`src/rtl/except_ctrl_pkg.sv`:
```
// Shared CP0 / exception types for the MEM-stage exception initiator.
//   - EXCCODE_* : MIPS exception codes
//   - cp0_regs_t: status, cause and EPC as seen by the pipeline
//   - cp0_wreq_t: WB-stage CP0 write (used for EPC forwarding)
//   - except_req_t: request issued to cp0
//   - mem_ex_t  : per-instruction fault flags, MSB first:
//                 {if_adel, id_ri, id_sys, id_bp, ex_ov, mem_adel, mem_ades}
//   - except_state_e: exception FSM state, exported for debug
package except_ctrl_pkg;

    localparam logic [4:0] EXCCODE_INT  = 5'd0;
    localparam logic [4:0] EXCCODE_ADEL = 5'd4;
    localparam logic [4:0] EXCCODE_ADES = 5'd5;
    localparam logic [4:0] EXCCODE_SYS  = 5'd8;
    localparam logic [4:0] EXCCODE_BP   = 5'd9;
    localparam logic [4:0] EXCCODE_RI   = 5'd10;
    localparam logic [4:0] EXCCODE_OV   = 5'd12;

    localparam logic [4:0] CP0_EPC_ADDR = 5'd14;
    localparam logic [2:0] CP0_EPC_SEL  = 3'd0;

    typedef struct packed {
        logic       bev;
        logic [7:0] im;
        logic       erl;
        logic       exl;
        logic       ie;
    } cp0_status_t;

    typedef struct packed {
        logic       bd;
        logic [7:0] ip;
        logic [4:0] exccode;
    } cp0_cause_t;

    typedef struct packed {
        cp0_status_t status;
        cp0_cause_t  cause;
        logic [31:0] epc;
    } cp0_regs_t;

    typedef struct packed {
        logic        we;
        logic [4:0]  waddr;
        logic [2:0]  wsel;
        logic [31:0] wrdata;
    } cp0_wreq_t;

    typedef struct packed {
        logic        valid;
        logic [4:0]  code;
        logic [31:0] pc;
        logic        delayslot;
        logic        eret;
        logic [31:0] extra;
    } except_req_t;

    typedef struct packed {
        logic if_adel, id_ri, id_sys, id_bp, ex_ov, mem_adel, mem_ades;
    } mem_ex_t;

    typedef enum logic [0:0] {
        ST_IDLE  = 1'b0,
        ST_FLUSH = 1'b1
    } except_state_e;

    // An interrupt is pending when globally enabled, not already inside an
    // exception/error handler, and at least one unmasked IP bit is set.
    function automatic logic int_pending(input cp0_regs_t r);
        return r.status.ie & ~r.status.exl & ~r.status.erl &
               (|(r.cause.ip & r.status.im));
    endfunction

endpackage

```
`src/rtl/except_prio.sv`:
```
// Combinational exception priority encoder.
//   int_pend  : interrupt pending (highest priority)
//   ex        : per-instruction fault flags
//   mem_pc    : PC of the MEM instruction (extra for fetch AdEL)
//   mem_vaddr : data address (extra for data AdEL/AdES)
//   hit       : an interrupt or fault is present
//   code      : selected exception code (0 when nothing hits)
//   extra     : bad address for address errors, otherwise 0
module except_prio
    import except_ctrl_pkg::*;
(
    input  logic        int_pend,
    input  mem_ex_t     ex,
    input  logic [31:0] mem_pc,
    input  logic [31:0] mem_vaddr,
    output logic        hit,
    output logic [4:0]  code,
    output logic [31:0] extra
);

    always_comb begin
        hit   = 1'b1;
        code  = EXCCODE_INT;
        extra = '0;
        if (int_pend) begin
            code = EXCCODE_INT;
        end else if (ex.if_adel) begin
            code  = EXCCODE_ADEL;
            extra = mem_pc;
        end else if (ex.id_ri) begin
            code = EXCCODE_RI;
        end else if (ex.id_sys) begin
            code = EXCCODE_SYS;
        end else if (ex.id_bp) begin
            code = EXCCODE_BP;
        end else if (ex.ex_ov) begin
            code = EXCCODE_OV;
        end else if (ex.mem_adel) begin
            code  = EXCCODE_ADEL;
            extra = mem_vaddr;
        end else if (ex.mem_ades) begin
            code  = EXCCODE_ADES;
            extra = mem_vaddr;
        end else begin
            hit = 1'b0;
        end
    end

endmodule

```
`src/rtl/except_ctrl.sv`:
```
// MEM-stage exception initiator.
// Turns faults / pending interrupts / ERET of the committing MEM instruction
// into one except_req to cp0, then issues a registered one-cycle flush with
// the redirect target and ignores MEM for FLUSH_CYCLES cycles.
// Ports:
//   clk, rst (sync, active-low)
//   mem_valid/mem_stall/mem_pc/mem_delayslot/mem_eret/mem_ex/mem_vaddr : MEM stage
//   cp0_regs  : current CP0 state;  cp0_wreq : WB-stage CP0 write (EPC forward)
//   hw_int    : raw interrupt lines
//   except_req (comb), interrupt_flag ([7:2]=hw lines), flush, redirect_pc (registered)
//   dbg_state : exception FSM state
// Build option: EXCEPT_INT_SYNC_EN adds a 2-flop synchroniser on hw_int.
module except_ctrl
    import except_ctrl_pkg::*;
#(
    parameter int unsigned FLUSH_CYCLES = 2,
    parameter logic [31:0] VEC_BEV      = 32'hBFC00380,
    parameter logic [31:0] VEC_NORM     = 32'h80000180
) (
    input  logic          clk,
    input  logic          rst,
    input  logic          mem_valid,
    input  logic          mem_stall,
    input  logic [31:0]   mem_pc,
    input  logic          mem_delayslot,
    input  logic          mem_eret,
    input  mem_ex_t       mem_ex,
    input  logic [31:0]   mem_vaddr,
    input  cp0_regs_t     cp0_regs,
    input  cp0_wreq_t     cp0_wreq,
    input  logic [5:0]    hw_int,
    output except_req_t   except_req,
    output logic [7:0]    interrupt_flag,
    output logic          flush,
    output logic [31:0]   redirect_pc,
    output except_state_e dbg_state
);

    localparam logic [2:0] CNT_LOAD = 3'(FLUSH_CYCLES - 1);

    except_state_e state_q, state_d;
    logic [2:0]    cnt_q, cnt_d;
    logic          flush_q, flush_d;
    logic [31:0]   redirect_q, redirect_d;

    logic        int_pend;
    logic        commit;
    logic        prio_hit;
    logic [4:0]  prio_code;
    logic [31:0] prio_extra;
    logic        req_valid;
    logic        is_eret;
    logic [31:0] epc_fwd;
    logic [31:0] target;

    // cause.bd / cause.exccode are cp0's own bookkeeping, not inputs here.
    logic unused_cause;
    assign unused_cause = ^{cp0_regs.cause.bd, cp0_regs.cause.exccode};

    assign int_pend = int_pending(cp0_regs);
    // FLUSH state blocks commit, which also blocks interrupts from attaching.
    assign commit   = mem_valid & ~mem_stall & (state_q == ST_IDLE);

    except_prio u_prio (
        .int_pend  (int_pend),
        .ex        (mem_ex),
        .mem_pc    (mem_pc),
        .mem_vaddr (mem_vaddr),
        .hit       (prio_hit),
        .code      (prio_code),
        .extra     (prio_extra)
    );

    // rst gates valid so nothing reaches cp0 while the block is in reset.
    assign req_valid = commit & (prio_hit | mem_eret) & rst;
    // Any interrupt or fault on an ERET wins; the ERET itself is dropped.
    assign is_eret   = mem_eret & ~prio_hit;

    // An EPC write sitting in WB this cycle is newer than cp0_regs.epc.
    assign epc_fwd = (cp0_wreq.we && cp0_wreq.wsel == CP0_EPC_SEL &&
                      cp0_wreq.waddr == CP0_EPC_ADDR) ? cp0_wreq.wrdata : cp0_regs.epc;
    assign target  = is_eret ? epc_fwd : (cp0_regs.status.bev ? VEC_BEV : VEC_NORM);

    always_comb begin
        except_req           = '0;
        except_req.valid     = req_valid;
        except_req.code      = prio_code;
        except_req.pc        = mem_pc;
        except_req.delayslot = mem_delayslot;
        except_req.eret      = is_eret;
        except_req.extra     = prio_extra;
    end

    always_comb begin
        state_d    = state_q;
        cnt_d      = cnt_q;
        flush_d    = 1'b0;
        redirect_d = redirect_q;
        case (state_q)
            ST_IDLE: begin
                if (req_valid) begin
                    state_d    = ST_FLUSH;
                    cnt_d      = CNT_LOAD;
                    flush_d    = 1'b1;
                    redirect_d = target;
                end
            end
            ST_FLUSH: begin
                if (cnt_q == 3'd0) begin
                    state_d = ST_IDLE;
                end else begin
                    cnt_d = cnt_q - 3'd1;
                end
            end
            default: state_d = ST_IDLE;
        endcase
    end

    always_ff @(posedge clk) begin
        if (!rst) begin
            state_q    <= ST_IDLE;
            cnt_q      <= '0;
            flush_q    <= 1'b0;
            redirect_q <= '0;
        end else begin
            state_q    <= state_d;
            cnt_q      <= cnt_d;
            flush_q    <= flush_d;
            redirect_q <= redirect_d;
        end
    end

    assign flush       = flush_q;
    assign redirect_pc = redirect_q;
    assign dbg_state   = state_q;

`ifdef EXCEPT_INT_SYNC_EN
    logic [5:0] sync1_q, sync1_d;
    logic [5:0] sync2_q, sync2_d;

    assign sync1_d = hw_int;
    assign sync2_d = sync1_q;

    always_ff @(posedge clk) begin
        if (!rst) begin
            sync1_q <= '0;
            sync2_q <= '0;
        end else begin
            sync1_q <= sync1_d;
            sync2_q <= sync2_d;
        end
    end

    assign interrupt_flag = {sync2_q, 2'b00};
`else
    assign interrupt_flag = {hw_int, 2'b00};
`endif

endmodule
```
`config.mk`:
```
export PLATFORM = sky130hd
export DESIGN_NAME = except_ctrl
export DESIGN_NICKNAME = d
export VERILOG_FILES = /design/src/rtl/except_ctrl_pkg.sv /design/src/rtl/except_prio.sv /design/src/rtl/except_ctrl.sv
export SDC_FILE = /design/constraint.sdc
export NUM_CORES = 1
export LEC_CHECK = 0
export ABC_AREA = 1
export BUFFER_PORTS_ARGS = -buffer_cell sky130_fd_sc_hd__buf_2
export CORE_AREA = 2 2 116 118
export DETAILED_ROUTE_END_ITERATION = 6
export DIE_AREA = 0 0 118 120
export HOLD_SLACK_MARGIN = 0.08
export SETUP_SLACK_MARGIN = 0.05
export SLEW_MARGIN = 30
export SYNTH_ARGS = -nofsm -noshare
export SYNTH_HDL_FRONTEND = slang
export SYNTH_SLANG_ARGS = --single-unit
```
`constraint.sdc`:
```
create_clock -name clk -period 1.4 [get_ports clk]
set_input_delay 0.14 -clock clk [delete_from_list [all_inputs] [get_ports clk]]
set_output_delay 0.14 -clock clk [all_outputs]
set_load 0.02 [all_outputs]
```
==> impl_metrics.py, run 1 <==
metrics = {
    "floorplanning": {
        "die_y_um": 120,
        "start_util_pct": 25.19,
        "row_count": 42,
        "die_w_um": 118,
        "io_pins": 296,
        "core-area_um2": 12980,
        "die_area_um2": 14160,
    },
    "pwr": {
        "ir_worst_vdd_mv": 0.4280,
        "total_power_mw": 3.625,
        "powerDensity_nw_per_um2": 677.5,
        "p_leak_nw": 3.167,
    },
    "timing": {
        "hold_slack_ns": 0.1800,
        "rsz0062_at_grt": "true",
        "period_minus_slack_ns": 1.414,
        "finalClockSkew_ns": 0.007964,
        "post-route-period-util_pct": 101.0,
        "setup_viol": 7,
        "hold_violations": 0,
        "setup_slack_ns": -0.01374,
        "max_freq_mhz": 707.3,
        "timing.final.max_slew_violations": 0,
    },
    "routing": {
        "ant_nets": 0,
        "first_pass_iters": 4,
        "wirelength_um": 11920,
        "num_vias": 4051,
        "wire_per_inst_um": 12.15,
        "drc": 0,
        "drt-initial-drc-count": 126,
        "via_per_inst": 4.129,
    },
    "status": {
        "status": "complete, but fails checks",
        "violations": "setup timing",
    },
    "logic_synthesis": {
        "syn_avg_cell_area_um2": 5.797,
        "syn_inst": 564,
        "yosysSeqAreaShare_pct": 22.66,
        "syn_area_um2": 3269,
        "yosysWarnings": 0,
        "synth.distinct_cells": 28,
        "ys_ff_latch": 37,
    },
    "final_layout": {
        "multiInputGateArea_um2": 1824,
        "final_nets": 987,
        "final_util_pct": 41.22,
        "layout_common_cells": "232 x buf_2, 170 x nand2_1, 86 x nor2_1, 77 x inv_1, 36 x dfxtp_1",
        "n_fill_cell": 1431,
        "drive_gt1_share_pct": 44.53,
        "final_common_cell": "buf_2",
        "fin_area_um2": 5350,
        "seqCellArea_um2": 742.0,
        "area_growth_pct": 63.64,
    },
    "clock_tree": {
        "cts.sinks": 37,
        "cts_inserted_buffers": 5,
        "root_buffer": "clkbuf_16",
        "tritoncts": "built",
        "clock_path_buffers": 2,
        "htreeDepth": 2,
        "clock_latency_ns": 0.28,
        "clk_pin_slew_worst_paths_ns": 0.06,
    },
    "setup_path": {
        "cp-start-kind": "input port",
        "critPathArrivalTime_ns": 1.27,
        "ff2ff_setup_slack_ns": 0.13,
        "worstSetupPathType": "in2out",
        "required_ns": 1.26,
        "critPathMaxFanout": 8,
        "end_kind": "output pin",
    },
    "global_route": {
        "grt_pass1_wl_um": 17460,
        "overflow": 0,
        "grt_util_all_layers_pct": 15.15,
        "grt_max_degree": 62,
        "grt_pass1_vias": 3544,
        "antenna_found_initial": 1,
    },
    "hold_path": {
        "hold_class": "in2reg",
    },
    "placed_design": {
        "hpwl_um": 8858,
        "placed_cell_area_um2": 4612,
        "port_buffers": 272,
        "place.gp.congestion": 0.7994,
    },
    "flow_run": {
        "cap_violations": 0,
    },
}
## path summary, 6_finish.rpt
path	cells past startpoint	startpoint	end
max reg2reg	8	cnt_q[0]	cnt_q[0]
min reg2reg	2	redirect_pc[3]	redirect_pc[3]
max	10	mem_ex[3]	except_req[4]
min	5	cp0_regs[31]	redirect_pc[31]
## worst max-delay path, cell delays in order
cell and delay, ns:
buf_8 0.10, nor2_4 0.13, nand2_4 0.08, nor2_4 0.15
buf_6 0.15, clkbuf_16 0.15, a32o_1 0.16, nand2_1 0.05
inv_1 0.06, buf_6 0.11
## state kept, by name (all words and copies together), names as in the netlist
signal / count
dbg_state: 1
redirect_pc: 32
flush: 1
cnt_q: 3
## timing repair
item | CTS | global route
pin swaps | 6 | 31
setup endpoints to repair | 38 | 59
hold buffers | 0 | 0
gates cloned | 2 | 5
buffers inserted | 4 | 2
gates resized for setup | 72 | 55
## final cells by class
cell class	count	area share [%]
multi-input cells	361	34.10
flip-flops and latches	37	13.87
diodes	1	0.04677
clock inverters	1	0.1637
well taps	176	4.116
repair buffers	306	38.26
inverters	92	6.595
clock buffers	7	2.853
## stage by stage
| step | TNS (ns) | instances | setup WS (ns) |
|---|---|---|---|
| global placement | -2.703 | 961 | -0.08947 |
| detailed placement | -3.859 | 961 | -0.1145 |
| floorplan | 0 | 566 | 0.05960 |
| global route | -1.756 | 981 | -0.09686 |
| finish | -0.07595 | 981 | -0.01374 |
| CTS | 0 | 975 | 0.0004183 |
## synth_stat cells, drive strengths merged
cell | count | share of area (%)
clkinv | 1 | 0.15
nor2 | 92 | 11
nand3 | 9 | 1.8
o21ai | 30 | 4.6
dfxtp | 37 | 23
nor3b | 2 | 0.61
buf | 61 | 13
a21boi | 1 | 0.23
or2 | 4 | 0.77
inv | 91 | 10
conb | 1 | 0.11
a32o | 32 | 9.8
ha | 2 | 0.77
nor3 | 3 | 0.80
nand4 | 1 | 0.19
a21oi | 2 | 0.31
nand2 | 179 | 21
nand3b | 1 | 0.23
clkbuf | 15 | 1.7
## kinds of logic after synthesis
logic type,Yosys count,synth area share [%]
other cells,1,0.1147
flops,37,22.66
buf+inv,168,25.68
simple gates,291,35.86
compound gates,65,14.93
fa+ha+maj,2,0.7653
## where the power goes
| part | internal (mW) | switching, mW | total (mW) |
|---|---|---|---|
| Combinational | 0.586 | 0.695 | 1.28 |
| Clock | 0.764 | 0.445 | 1.21 |
| Sequential | 1.11 | 0.0248 | 1.13 |
| Total | 2.46 | 1.17 | 3.62 |
## per-layer routing
| metal | vias to the layer above | GRT usage, % | share of wire (%) |
|---|---|---|---|
| met2 | 160 | 28.56 | 52 |
| met3 | 18 | 2.662 | 5.7 |
| met5 | - | 0 | 0 |
| li1 | 2159 | - | - |
| met1 | 1714 | 17.29 | 41 |
| met4 | 0 | 4.669 | 1.9 |
Power figures use the tool's default switching activity.
==> run 2, diff against run 1 <==
--- a/config.mk
+++ b/config.mk
@@ -7,12 +7,13 @@
 export LEC_CHECK = 0
 export ABC_AREA = 1
 export BUFFER_PORTS_ARGS = -buffer_cell sky130_fd_sc_hd__buf_2
-export CORE_AREA = 2 2 116 118
+export CORE_AREA = 2 2 115 117
 export DETAILED_ROUTE_END_ITERATION = 6
-export DIE_AREA = 0 0 118 120
+export DIE_AREA = 0 0 117 119
 export HOLD_SLACK_MARGIN = 0.08
 export SETUP_SLACK_MARGIN = 0.05
 export SLEW_MARGIN = 30
 export SYNTH_ARGS = -nofsm -noshare
 export SYNTH_HDL_FRONTEND = slang
+export SYNTH_HIERARCHICAL = 1
 export SYNTH_SLANG_ARGS = --single-unit
==> impl_metrics.py, run 2 <==
metrics = {
    "status": {
        "status": "complete, but fails checks",
        "violations": "setup timing",
    },
    "setup_path": {
        "worstPathCellList": "buf_6, or3b_4, a21oi_4, nor2_4, nand3_2, inv_2, nand2_2, nand4_4, nor2_4, buf_6, buf_12, buf_16, nand3_2, a21oi_2",
        "path_delay_family": "simple AND/OR/NAND/NOR gates",
        "slowest_delay_ns": 0.39,
        "end_kind": "flop",
        "cp-start-kind": "input port",
        "required_ns": 1.62,
        "critPathMaxFanout": 6,
        "cp_slowest_cell": "or3b_4",
        "worstSetupPathType": "in2reg",
        "critPathArrivalTime_ns": 1.84,
        "critPathBufInv": 5,
    },
    "global_route": {
        "grt_pass1_vias": 3976,
        "grt_util_all_layers_pct": 18.00,
        "antenna_found_initial": 1,
        "grt_max_degree": 34,
        "overflow": 0,
        "grt_pass1_wl_um": 19860,
    },
    "clock_tree": {
        "hold_buffers": 0,
        "clock_path_buffers": 2,
        "tritoncts": "built",
        "htreeDepth": 2,
        "clock_latency_ns": 0.28,
        "cts_inserted_buffers": 5,
        "cts.sinks": 37,
        "clk_pin_slew_worst_paths_ns": 0.06,
        "root_buffer": "clkbuf_16",
    },
    "pwr": {
        "powerDensity_nw_per_um2": 608.5,
        "total_power_mw": 3.685,
        "p_leak_nw": 3.119,
        "ir_worst_vdd_mv": 0.5515,
    },
    "logic_synthesis": {
        "ys_top_cells_by_count": "155 x nand2_1, 79 x inv_1, 48 x buf_4",
        "ys_ff_latch": 37,
        "synth_ff_type": "dfxtp_1",
        "syn_inst": 576,
        "synth_most_common_cell": "nand2_1",
        "post-synth-top-area-fraction_pct": 20.81,
        "synth.distinct_cells": 34,
        "async_flop_share_pct": 0,
        "synth_edf_count": 0,
        "yosysWarnings": 6,
        "syn_avg_cell_area_um2": 6.180,
        "yosysSeqAreaShare_pct": 20.81,
        "synth_area_leaders": "dfxtp_1 21%, nand2_1 16%, buf_4 10%",
        "syn_area_um2": 3560,
        "synth_area_leader_cell": "dfxtp_1",
    },
    "timing": {
        "setup_tns_ns": -10.61,
        "post-route-period-util_pct": 115.8,
        "timing.final.max_slew_violations": 0,
        "rsz0062_at_grt": "true",
        "setup_slack_ns": -0.2207,
        "period_minus_slack_ns": 1.621,
        "setup_viol": 72,
        "hold_violations": 0,
        "finalClockSkew_ns": 0.005700,
        "max_freq_mhz": 617.0,
    },
    "floorplanning": {
        "io_pins": 296,
        "row_count": 42,
        "die_area_um2": 13920,
        "core-area_um2": 12870,
        "start_util_pct": 27.65,
        "die_w_um": 117,
        "die_y_um": 119,
    },
    "placed_design": {
        "placedCellCount": 974,
        "dp_slack_ns": -0.4788,
        "place.gp.congestion": 0.8406,
        "hpwl_um": 10270,
        "port_buffers": 272,
    },
    "routing": {
        "num_vias": 4533,
        "via_per_inst": 4.519,
        "first_pass_iters": 4,
        "wire_per_inst_um": 14.35,
        "drc": 0,
        "ant_nets": 0,
        "wirelength_um": 14390,
        "drt-initial-drc-count": 196,
    },
    "hold_path": {
        "hold_class": "in2reg",
    },
    "final_layout": {
        "final_nets": 1009,
        "layout_common_cells": "230 x buf_2, 143 x nand2_1, 76 x inv_1, 47 x buf_4",
        "drive_gt1_share_pct": 54.48,
        "n_fill_cell": 1299,
        "largest_reg_flops": 32,
        "finalNonFillerCells": 1003,
        "area_growth_pct": 70.12,
        "multiInputGateArea_um2": 2336,
        "seqCellArea_um2": 740.7,
        "final_common_cell": "buf_2",
    },
    "flow_run": {
        "cap_violations": 0,
    },
}
run 2: worst paths after layout:
| path | startpoint | to | slack, ns | cells after the start |
|---|---|---|---|---|
| setup / recovery | cp0_regs[47] | redirect_pc[20] | -0.22 | 14 |
| hold / removal | cp0_regs[8] | redirect_pc[8] | 0.16 | 5 |
| setup reg to reg | dbg_state | redirect_pc[20] | 0.02 | 8 |
| hold reg to reg | redirect_pc[1] | redirect_pc[1] | 0.47 | 2 |
run 2: logic make-up after synthesis:
| logic type | count (synthesis) | share of synthesized area [%] |
|---|---|---|
| other cells | 2 | 0.2110 |
| fa+ha+maj | 2 | 0.7029 |
| simple gates | 284 | 36.84 |
| flops | 37 | 20.81 |
| compound gates | 84 | 15.64 |
| buf+inv | 167 | 25.80 |
run 2: layer usage:
layer  track usage (%)  wire length (µm)
met1             21.47              5621
met2             31.65              7488
met3             4.224              1040
met4             5.368               239
met5                 0                 0
run 2: stage by stage:
step	area [µm²]	hold slack [ns]	utilization [%]
4_1_cts	5396	0.1591	41.91
2_1_floorplan	3695	0.3446	-
3_3_place_gp	4955	0.2801	38.48
5_1_grt	6056	0.1897	47.04
3_5_place_dp	4955	0.2801	38.48
6_report	6056	0.1633	47.04
run 2: cell type report:
cell class,instances,area share [%]
antenna,1,0.04132
timing repair buffer,323,37.05
clock buffer,5,2.066
tap,176,3.636
sequential,37,12.23
inverter,85,5.682
multi-input combinational,373,38.57
clock inverter,3,0.7231
run 2: tightest hold or removal path: stages:
cell,delay [ns]
buf_2,0.07
nand2_1,0.06
nand3_2,0.07
nand2_1,0.04
inv_1,0.04
run 2: timing repair:
item | CTS | global route
cloned | 3 | 6
setup buffers | 9 | 4
resized for setup | 35 | 122
pin swaps | 9 | 11
setup endpoints to repair | 75 | 75
run 2: report_power, final:
group	switching, mW	internal [mW]	total (mW)
Sequential	0.0118	1.08	1.09
Combinational	0.710	0.591	1.30
Clock	0.454	0.843	1.30
Total	1.18	2.51	3.68
==> run 3, diff against run 2 <==
--- a/config.mk
+++ b/config.mk
@@ -7,13 +7,13 @@
 export LEC_CHECK = 0
 export ABC_AREA = 1
 export BUFFER_PORTS_ARGS = -buffer_cell sky130_fd_sc_hd__buf_2
-export CORE_AREA = 2 2 115 117
+export CORE_AREA = 2 2 116 118
 export DETAILED_ROUTE_END_ITERATION = 6
-export DIE_AREA = 0 0 117 119
+export DIE_AREA = 0 0 118 120
 export HOLD_SLACK_MARGIN = 0.08
 export SETUP_SLACK_MARGIN = 0.05
-export SLEW_MARGIN = 30
 export SYNTH_ARGS = -nofsm -noshare
 export SYNTH_HDL_FRONTEND = slang
 export SYNTH_HIERARCHICAL = 1
 export SYNTH_SLANG_ARGS = --single-unit
+export TNS_END_PERCENT = 50
==> constraint.sdc (replaced) <==
create_clock -name clk -period 1.5 [get_ports clk]
set_input_delay 0.15 -clock clk [delete_from_list [all_inputs] [get_ports clk]]
set_output_delay 0.15 -clock clk [all_outputs]
set_load 0.02 [all_outputs]
==> impl_metrics.py, run 3 (same netlist as run 2, synthesis figures left out) <==
metrics = {
    "global_route": {
        "overflow": 0,
        "grt_util_all_layers_pct": 17.49,
        "grt_pass1_vias": 4061,
        "busiest_layer": "met2",
        "grt_pass1_wl_um": 20330,
        "antenna_found_initial": 0,
        "met2_usage_pct": 31.50,
        "grt_max_degree": 34,
        "grt_util_met3_pct": 4.183,
        "grt.met1_usage_pct": 21.72,
    },
    "setup_path": {
        "worstRegToRegCells": 6,
        "worstPathCellList": "buf_6, or3b_4, a21oi_4, buf_4, buf_12, a21oi_1, buf_4",
        "required_ns": 1.35,
        "rr_startpoint": "dbg_state",
        "slowest_delay_ns": 0.39,
        "crit_path_end": "except_req[0]",
        "end_kind": "output pin",
        "ff2ff_setup_slack_ns": 0.20,
        "startpoint": "cp0_regs[47]",
        "cp-start-kind": "input port",
        "worstSetupPathType": "in2out",
        "cp_slowest_cell": "or3b_4",
        "crit_top_cell": "buf_4",
        "critPathMaxFanout": 17,
        "critPathArrivalTime_ns": 1.43,
        "worstReg2RegEnd": "redirect_pc[10]",
    },
    "placed_design": {
        "place.gp.congestion": 0.8344,
        "placedCellCount": 971,
        "hpwl_um": 10430,
        "dp_slack_ns": -0.4368,
        "port_buffers": 272,
    },
    "routing": {
        "drt-initial-drc-count": 163,
        "drc": 0,
        "num_vias": 4390,
        "first_pass_iters": 4,
        "ant_nets": 0,
        "wirelength_um": 13190,
        "wire_per_inst_um": 13.37,
        "via_per_inst": 4.448,
    },
    "pwr": {
        "p_leak_nw": 2.883,
        "powerDensity_nw_per_um2": 582.3,
        "total_power_mw": 3.064,
        "ir_worst_vdd_mv": 0.4343,
    },
    "floorplanning": {
        "io_pins": 296,
        "row_count": 42,
        "core-area_um2": 12980,
        "start_util_pct": 27.42,
        "die_w_um": 118,
        "die_y_um": 120,
        "die_area_um2": 14160,
    },
    "clock_tree": {
        "clk_pin_slew_worst_paths_ns": 0.06,
        "cts.sinks": 37,
        "htreeDepth": 2,
        "cts_inserted_buffers": 5,
        "tritoncts": "built",
        "clock_latency_ns": 0.28,
        "clock_path_buffers": 2,
        "hold_buffers": 0,
        "root_buffer": "clkbuf_16",
    },
    "timing": {
        "rsz0062_at_grt": "true",
        "setup_viol": 69,
        "setup_slack_ns": -0.07971,
        "post-route-period-util_pct": 105.3,
        "finalClockSkew_ns": 0.006633,
        "timing.final.max_slew_violations": 0,
        "period_minus_slack_ns": 1.580,
        "max_freq_mhz": 633.0,
        "hold_slack_ns": 0.1625,
        "hold_violations": 0,
    },
    "hold_path": {
        "hold_class": "in2reg",
    },
    "final_layout": {
        "drive_gt1_share_pct": 50.80,
        "final_common_cell": "buf_2",
        "antenna_cells": 0,
        "area_growth_pct": 47.80,
        "layout_common_cells": "263 x buf_2, 153 x nand2_1, 77 x inv_1, 41 x a21oi_2, 37 x dfxtp_1",
        "largest_reg_flops": 32,
        "finalNonFillerCells": 987,
        "final_nets": 995,
        "n_fill_cell": 1446,
        "final_util_pct": 40.53,
    },
    "status": {
        "violations": "setup timing",
        "status": "complete, but fails checks",
    },
    "flow_run": {
        "cap_violations": 0,
    },
}
[run 3: cell count changes in the layout (fill, tap and decap cells not counted), sizes merged]
cell,delta
buf,-9
diode,-1
clkbuf,-4
bufinv,-1
inv,-1
[run 3: power breakdown]
group	switching, mW	internal, mW
clock network	0.411	0.610
registers	0.0102	1.00
logic	0.602	0.426
total	1.02	2.04
[run 3: metrics by stage]
stage / TNS (ns) / cell area (µm²)
6_report: -2.567 / 5261
3_3_place_gp: -17.46 / 4882
5_1_grt: -6.202 / 5261
4_1_cts: -2.985 / 5206
2_1_floorplan: -6.111 / 3675
3_5_place_dp: -20.36 / 4882
[run 3: per-layer routing]
layer  share of wire (%)  wire length (µm)
met2                  48              6387
met3                 7.6              1009
met4                0.50                66
met1                  43              5730
met5                   0                 0
[run 3: layout make-up]
cell class,instances,area (µm²),area share [%]
multi-input cells,373,2088,39.69
repair buffers,309,1740,33.08
flip-flops and latches,37,740.7,14.08
inverters,85,334.1,6.350
well taps,176,220.2,4.185
clock buffers,6,128.9,2.449
clock inverters,1,8.758,0.1665
[run 3: critical path: cells and delay by family]
kind            cells  cell delay [ns]
simple gates        1             0.39
compound gates      2             0.26
buf+inv             4             0.62
[run 3: what timing repair did]
| action | in CTS | in global routing |
|---|---|---|
| pin swaps | 15 | 2 |
| setup buffers | 8 | 0 |
| resized for setup | 31 | 15 |
| cloned | 1 | 0 |
| setup endpoints to repair | 74 | 75 |
[run 3: worst min-delay path by stage]
stage / to / depth (start not counted) / start
final: redirect_pc[8] / 5 / cp0_regs[8]
after global routing: redirect_pc[7] / 5 / cp0_regs[7]
after CTS: redirect_pc[8] / 5 / cp0_regs[8]
after detailed placement: interrupt_flag[2] / 0 / hw_int[0]
after global placement: interrupt_flag[2] / 0 / hw_int[0]
after floorplan: redirect_pc[31] / 4 / cp0_regs[31]
